==> src/rtl/uart_cmd_pkg.sv <==
// Shared types and byte constants for the UART host command controller.
package uart_cmd_pkg;

    typedef enum logic [3:0] {
        ST_IDLE,
        ST_GET_ADDR,
        ST_GET_LEN,
        ST_GET_DATA,
        ST_WR_MEM,
        ST_RD_REQ,
        ST_RD_WAIT,
        ST_SEND,
        ST_WAIT_TX
    } state_e;

    localparam logic [7:0] OP_PING  = 8'h50;
    localparam logic [7:0] OP_WRITE = 8'h57;
    localparam logic [7:0] OP_READ  = 8'h52;

    localparam logic [7:0] ACK = 8'h06;
    localparam logic [7:0] NAK = 8'h15;

endpackage

==> src/rtl/uart_cmd_timeout.sv <==
// Inter-byte idle counter; expired is raised once the count reaches TIMEOUT_CYCLES-1.
module uart_cmd_timeout #(
    parameter  int TIMEOUT_CYCLES = 100000,
    localparam int CNT_W          = (TIMEOUT_CYCLES > 1) ? $clog2(TIMEOUT_CYCLES) : 1
) (
    input  logic             clk,
    input  logic             rst,
    input  logic             clr,
    input  logic             load,
    input  logic [CNT_W-1:0] load_val,
    input  logic             en,
    output logic             expired
);

    logic [CNT_W-1:0] cnt_q, cnt_d;

    assign expired = (cnt_q == CNT_W'(TIMEOUT_CYCLES - 1));

    always_comb begin
        cnt_d = cnt_q;
        if (clr) begin
            cnt_d = '0;
        end else if (load) begin
            cnt_d = load_val;
        end else if (en && !expired) begin
            cnt_d = cnt_q + CNT_W'(1);
        end
    end

    always_ff @(posedge clk or negedge rst) begin
        if (!rst) begin
            cnt_q <= '0;
        end else begin
            cnt_q <= cnt_d;
        end
    end

endmodule

==> src/rtl/uart_cmd_ctrl.sv <==
// Host command controller: parses P/W/R packets from UART RX, drives the memory
// port and returns replies through UART TX.
module uart_cmd_ctrl
    import uart_cmd_pkg::*;
#(
    parameter int DATA_WIDTH     = 8,
    parameter int ADDR_WIDTH     = 8,
    parameter int TIMEOUT_CYCLES = 100000
) (
    input  logic                  clk,
    input  logic                  rst,
    input  logic [DATA_WIDTH-1:0] rx_data,
    input  logic                  rx_done,
    input  logic                  rx_parity_error,
    output logic [DATA_WIDTH-1:0] tx_data,
    output logic                  tx_en,
    input  logic                  tx_busy,
    input  logic                  tx_done,
    output logic [ADDR_WIDTH-1:0] mem_addr,
    output logic [DATA_WIDTH-1:0] mem_wdata,
    output logic                  mem_we,
    output logic                  mem_re,
    input  logic [DATA_WIDTH-1:0] mem_rdata,
    output logic                  cmd_active,
    output logic                  rx_dropped
);

    state_e                state_q, state_d;
    logic [ADDR_WIDTH-1:0] base_q, base_d;
    logic [DATA_WIDTH-1:0] len_q, len_d;
    logic [DATA_WIDTH-1:0] idx_q, idx_d;
    logic [DATA_WIDTH-1:0] wdata_q, wdata_d;
    logic [DATA_WIDTH-1:0] txd_q, txd_d;
    logic                  rd_q, rd_d;
    logic                  in_get, accepting, expired;
    logic [DATA_WIDTH-1:0] idx_inc;

    assign in_get     = state_q inside {ST_GET_ADDR, ST_GET_LEN, ST_GET_DATA};
    assign accepting  = in_get || (state_q == ST_IDLE);
    assign idx_inc    = idx_q + DATA_WIDTH'(1);
    assign mem_addr   = base_q + ADDR_WIDTH'(idx_q);
    assign mem_wdata  = wdata_q;
    assign tx_data    = txd_q;
    assign cmd_active = (state_q != ST_IDLE);

    uart_cmd_timeout #(.TIMEOUT_CYCLES(TIMEOUT_CYCLES)) u_timeout (
        .clk      (clk),
        .rst      (rst),
        .clr      (rx_done || !in_get),
        .load     (1'b0),
        .load_val ('0),
        .en       (in_get),
        .expired  (expired)
    );

    always_comb begin
        state_d    = state_q;
        base_d     = base_q;
        len_d      = len_q;
        idx_d      = idx_q;
        wdata_d    = wdata_q;
        txd_d      = txd_q;
        rd_d       = rd_q;
        tx_en      = 1'b0;
        mem_we     = 1'b0;
        mem_re     = 1'b0;
        rx_dropped = rx_done && !accepting;

        case (state_q)
            ST_IDLE: begin
                if (rx_done) begin
                    idx_d = '0;
                    rd_d  = 1'b0;
                    if (rx_data == DATA_WIDTH'(OP_PING)) begin
                        state_d = ST_SEND;
                        txd_d   = DATA_WIDTH'(OP_PING);
                    end else if (rx_data == DATA_WIDTH'(OP_WRITE)) begin
                        state_d = ST_GET_ADDR;
                    end else if (rx_data == DATA_WIDTH'(OP_READ)) begin
                        state_d = ST_GET_ADDR;
                        rd_d    = 1'b1;
                    end else begin
                        state_d = ST_SEND;
                        txd_d   = DATA_WIDTH'(NAK);
                    end
                end
            end
            ST_GET_ADDR: begin
                if (rx_done) begin
                    base_d  = ADDR_WIDTH'(rx_data);
                    state_d = ST_GET_LEN;
                end
            end
            ST_GET_LEN: begin
                if (rx_done) begin
                    len_d = rx_data;
                    if (rx_data == '0) begin
                        // Zero-length read has nothing to return; zero-length write still acks.
                        state_d = rd_q ? ST_IDLE : ST_SEND;
                        txd_d   = DATA_WIDTH'(ACK);
                        rd_d    = 1'b0;
                    end else begin
                        state_d = rd_q ? ST_RD_REQ : ST_GET_DATA;
                    end
                end
            end
            ST_GET_DATA: begin
                if (rx_done) begin
                    wdata_d = rx_data;
                    state_d = ST_WR_MEM;
                end
            end
            ST_WR_MEM: begin
                mem_we = 1'b1;
                idx_d  = idx_inc;
                if (idx_inc == len_q) begin
                    state_d = ST_SEND;
                    txd_d   = DATA_WIDTH'(ACK);
                end else begin
                    state_d = ST_GET_DATA;
                end
            end
            ST_RD_REQ: begin
                mem_re  = 1'b1;
                state_d = ST_RD_WAIT;
            end
            ST_RD_WAIT: begin
                txd_d   = mem_rdata;
                state_d = ST_SEND;
            end
            ST_SEND: begin
                if (!tx_busy) begin
                    tx_en   = 1'b1;
                    state_d = ST_WAIT_TX;
                end
            end
            ST_WAIT_TX: begin
                if (tx_done) begin
                    if (rd_q && idx_inc != len_q) begin
                        idx_d   = idx_inc;
                        state_d = ST_RD_REQ;
                    end else begin
                        rd_d    = 1'b0;
                        state_d = ST_IDLE;
                    end
                end
            end
            default: state_d = ST_IDLE;
        endcase

        // A corrupt byte anywhere in the header/payload aborts the packet with NAK.
        if (rx_done && rx_parity_error && accepting) begin
            state_d = ST_SEND;
            txd_d   = DATA_WIDTH'(NAK);
            rd_d    = 1'b0;
        end else if (in_get && expired && !rx_done) begin
            state_d = ST_IDLE;
            rd_d    = 1'b0;
        end
    end

    always_ff @(posedge clk or negedge rst) begin
        if (!rst) begin
            state_q <= ST_IDLE;
            base_q  <= '0;
            len_q   <= '0;
            idx_q   <= '0;
            wdata_q <= '0;
            txd_q   <= '0;
            rd_q    <= 1'b0;
        end else begin
            state_q <= state_d;
            base_q  <= base_d;
            len_q   <= len_d;
            idx_q   <= idx_d;
            wdata_q <= wdata_d;
            txd_q   <= txd_d;
            rd_q    <= rd_d;
        end
    end

endmodule

==> config.mk <==
export PLATFORM = sky130hd
export DESIGN_NAME = uart_cmd_ctrl
export DESIGN_NICKNAME = d
export VERILOG_FILES = /design/src/rtl/uart_cmd_pkg.sv /design/src/rtl/uart_cmd_timeout.sv /design/src/rtl/uart_cmd_ctrl.sv
export SDC_FILE = /design/constraint.sdc
export NUM_CORES = 1
export LEC_CHECK = 0
export BUFFER_PORTS_ARGS = -buffer_cell sky130_fd_sc_hd__buf_4
export CORE_MARGIN = 8
export CORE_UTILIZATION = 40
export DETAILED_ROUTE_END_ITERATION = 8
export PLACE_DENSITY = 0.66
export SLEW_MARGIN = 20
export SYNTH_ARGS = -nofsm -noshare
export SYNTH_HDL_FRONTEND = slang
export SYNTH_SLANG_ARGS = --single-unit
==> constraint.sdc <==
create_clock -name clk -period 4.3 [get_ports clk]
set_clock_uncertainty 0.05 [all_clocks]
set_input_delay 0.43 -clock clk [delete_from_list [all_inputs] [get_ports clk]]
set_output_delay 0.43 -clock clk [all_outputs]
set_load 0.02 [all_outputs]
==> metrics.md <==
| Metric | Value |
|---|---|
| Pwr per Cell Area | `690.3 mW/mm²` |
| Floorplan die height | `114.0 µm` |
| Relative contribution of combinational cells to total power | `0.495` |
| Final count of pins violating max slew | `0` |
| Number of buffers inserted by port buffering | `50` |
| Number of primary I/O pins | `51` |
| Synth warnings | `0` |
| Number of buffers added for setup after CTS | `0` |
| Post-synthesis share of cell area spent on full adders, half adders and majority gates | `0.05076` |
| Largest net degree at the start of global routing | `63` |
| Area of the mapped netlist | `0.003845 mm²` |
| Clock Tree Buf Depth | `2` |
| Global-route wire length before repair | `15550 µm` |
| Clock period minus worst slack | `2964 ps` |
| First-pass detailed-route iteration total | `4` |
| Maximum fanout along the worst path | `10` |
| Per-instance average area after synthesis | `9.910 µm²` |
| Net switching component of the power | `1.310 mW` |
| Floorplan Core Area | `0.009284 mm²` |
| Share of async-settable or async-resettable flops after synthesis | `1.000` |
| Total routing resource utilization after global routing | `0.1485` |
| Final Instance Area | `0.004529 mm²` |
| Post-synthesis compound-gate area fraction | `0.1477` |
| Final Cycle Share | `0.6892` |
| Area overhead of the layout relative to synthesis | `17.80%` |
| Predominant post-synthesis flop cell | `dfrtp_1` |
| Sw Share | `0.4190` |
| Slowest Stage Delay on Critical Path | `500 ps` |
| Area leader, netlist | `dfrtp_1` |
| Category of the worst setup path capture point | `primary output` |
| Yosys cell types | `67` |
| Vias in the first global route | `3152` |
| Share of the synthesized area in the top cell type | `0.4035` |
| Synthesized-area fraction occupied by and/or/nand/nor cells | `0.2128` |
| Routed wire length | `9197 µm` |
| Worst path cell trace | `ha_1 > a21o_1 > a21oi_1 > nor2b_1 > o21a_1 > o41ai_1 > xnor2_1 > buf_4` |
| Combinational family with the most area after synthesis | `simple AND/OR/NAND/NOR gates` |
| Cell internal power dissipation | `1.817 mW` |
| Gate Count Post-Synth | `388` |
| Result of the run | `completed` |
| RR Startpoint | `idx_q[0]` |
| Number of failing hold endpoints at the final stage | `0` |
| Register area share after synthesis | `0.4035` |
| Sequential share of power | `0.320` |
| Total clock buffers created by CTS | `9` |
| Cts repair resizes | `0` |
| Buffer cell driving the clock tree root | `clkbuf_8` |
| Detail Placement HPWL | `6599 µm` |
| Total power of the final layout | `3.127 mW` |
| Number of clock sinks seen by CTS | `62` |
| Top post-synthesis cells by area | `dfrtp_1 (40%), mux2_2 (6.7%), xnor2_1 (4.6%), nor2_1 (3.5%), xor2_1 (3.4%)` |
| Critical path startpoint | `idx_q[0]` |
| Max-cap check violation count | `0` |
| TritonCTS clock tree | `done` |
| Post-Synthesis Net Count | `421` |
| Row count | `35` |
| Share of power burned in the clock network | `0.185` |
| Final routed wire length divided by cell count | `16.22 µm` |
| Vias after detailed routing | `3090` |
| Die Area | `0.01301 mm²` |
| Mux cell area share after synthesis | `0.07517` |
| Vias per std cell | `5.450` |
| Slowest-stage cell, CP | `dfrtp_1` |
| Normalized max-slew margin | `0.4080` |
| Share of cells above drive strength 1 | `0.2443` |
| Critical path start-end classification | `flop to primary output` |
| Maximum achievable frequency | `337.4 MHz` |
| Static leakage | `1.942 nW` |
| Sort of element at the start of the critical path | `flop` |
| Htree depth | `3` |
| Worst slew pin tran | `888.1 ps` |
| # hold bufs at CTS | `0` |
| Starting Density | `0.4142` |
| Horizontal extent of the die | `114.0 µm` |
| Diode count | `0` |
| Post-route antenna net violation count | `0` |
| VDD IR max | `329.3 µV` |
| WP data arrival | `2480 ps` |
| Total placed instance area | `0.004307 mm²` |
| Clock slew at reported path FFs | `70 ps` |
| Setup repair after global routing missed its margin | `no` |
| Clock latency at the later pin of the worst-skew pair | `340 ps` |
| Path type of the worst min-delay path | `input port to asynchronous set/reset pin` |
| Number of antenna violations at the first check in global routing | `0` |
| Count of nets after finishing | `466` |
| Final setup violation count | `0` |
| Post-route setup TNS | `0 ps` |
| Area share of xor/xnor cells in the synthesized design | `0.07973` |
| DRC marker count from the first detailed-route iteration | `145` |
| DRC violation count after routing | `0` |
| Global route total overflow | `0` |
| Req. time, crit path | `3820 ps` |
| Register bit count reported by yosys | `62` |
| RePlAce Congestion | `0.8524` |
| Number of enable flip-flop cells after synthesis | `0` |
## final cells by class
type                    instances  area, µm²
clock buffers                  10      137.6
clock inverters                 6      85.08
fillers                       873       4755
inverters                       9      33.78
multi-input cells             300       2177
flip-flops and latches         62       1551
well taps                     129      161.4
repair buffers                 51      382.9
## worst max-delay path: cells and delay by family, from the launching register on
kind / cells / cell delay, ps
adder cells (fa/ha/maj): 1 / 260
AO/OA/AOI/OAI: 4 / 960
AND/OR/NAND/NOR: 1 / 70
buffers and inverters: 1 / 160
XOR/XNOR: 1 / 170
flip-flops: 1 / 500
## flip-flops by register name (all words and copies together) (netlist names)
name	flops
mem_wdata	8
u_timeout.cnt_q	17
base_q	8
idx_q	8
len_q	8
tx_data	8
state_q	4
rd_q	1
## through the flow
stage          setup slack, ps    util  instances  hold slack, ps
5_1_grt                   1202  0.4879        567           179.1
3_5_place_dp              1737  0.4639        551           446.1
2_1_floorplan             1978       -        388           84.41
6_report                  1336  0.4879        567           109.8
4_1_cts                   1337  0.4879        567           143.4
3_3_place_gp              1810  0.4639        551           441.4
## power by group through the flow
stage | registers (mW) | logic [mW] | clock network (mW)
after CTS | 1.00 | 1.56 | 0.592
after global placement | 1.00 | 1.53 | 0
final | 1.00 | 1.55 | 0.578
after global routing | 1.03 | 1.69 | 0.615
after detailed placement | 1.01 | 1.55 | 0
after floorplan | 0.956 | 1.13 | 0
## layout by cell type (no fill, tap or decap), types with 4 or more instances in the layout
cell      count
dfrtp_1      62
buf_4        51
nor2_1       36
nand2_1      29
mux2_2       23
xnor2_1      20
a21oi_1      16
xor2_1       15
o21ai_0      13
nand3_1      13
nor3_1       10
ha_1         10
clkbuf_8     10
and3_1        9
inv_1         8
nand4_1       8
nor2b_1       6
a21o_1        5
and2_1        5
o22a_1        5
maj3_1        5
nand2b_1      4
o21a_1        4
and4_1        4
## cell families (layout without fill, tap and decap cells)
| logic type | Yosys count | count (layout) |
|---|---|---|
| simple gates | 148 | 148 |
| compound gates | 75 | 75 |
| flops | 62 | 62 |
| xor+xnor | 35 | 35 |
| mux | 26 | 26 |
| buf+inv | 26 | 76 |
| fa+ha+maj | 16 | 16 |
## layer usage
layer	GRT usage	part of all wire	routed length, µm	up-vias
li1	-	-	-	1496
met1	0.1904	0.47	4281	1481
met2	0.2326	0.46	4229	100
met3	0.03381	0.057	524	13
met4	0.06744	0.018	162	0
met5	0	0	0	-
## final timing paths
path	cells past startpoint	end	slack, ps
worst max-delay path	8	mem_addr[7]	1340
worst min-delay path	1	mem_wdata[1]	110
worst max register to register	7	idx_q[2]	1770
worst min register to register	1	mem_wdata[1]	460
max in group asynchronous	1	idx_q[1]	3570
min in group clk	2	tx_data[5]	250
## cells in the mapped netlist, drive strengths merged, types with 2 or more instances
master and count:
mux2i 3, a31oi 3, or4 3, a32o 3, a21oi 17, a311oi 3
ha 10, xor2 15, nor2b 6, nand2 31, o22a 5, mux2 23
or3 3, nand3 13, xnor2 20, nand4 8, o31ai 5, and2 5
maj3 5, o21a 4, o21ai 14, nor3b 3, nor4b 2, clkbuf 5
inv 8, o211ai 2, buf 12, a211oi 2, nand2b 5, nor2 36
nor3 13, and4 4, a21o 5, and3 9, o22ai 3, dfrtp 62
No activity file was read; power rests on OpenSTA's default activity.
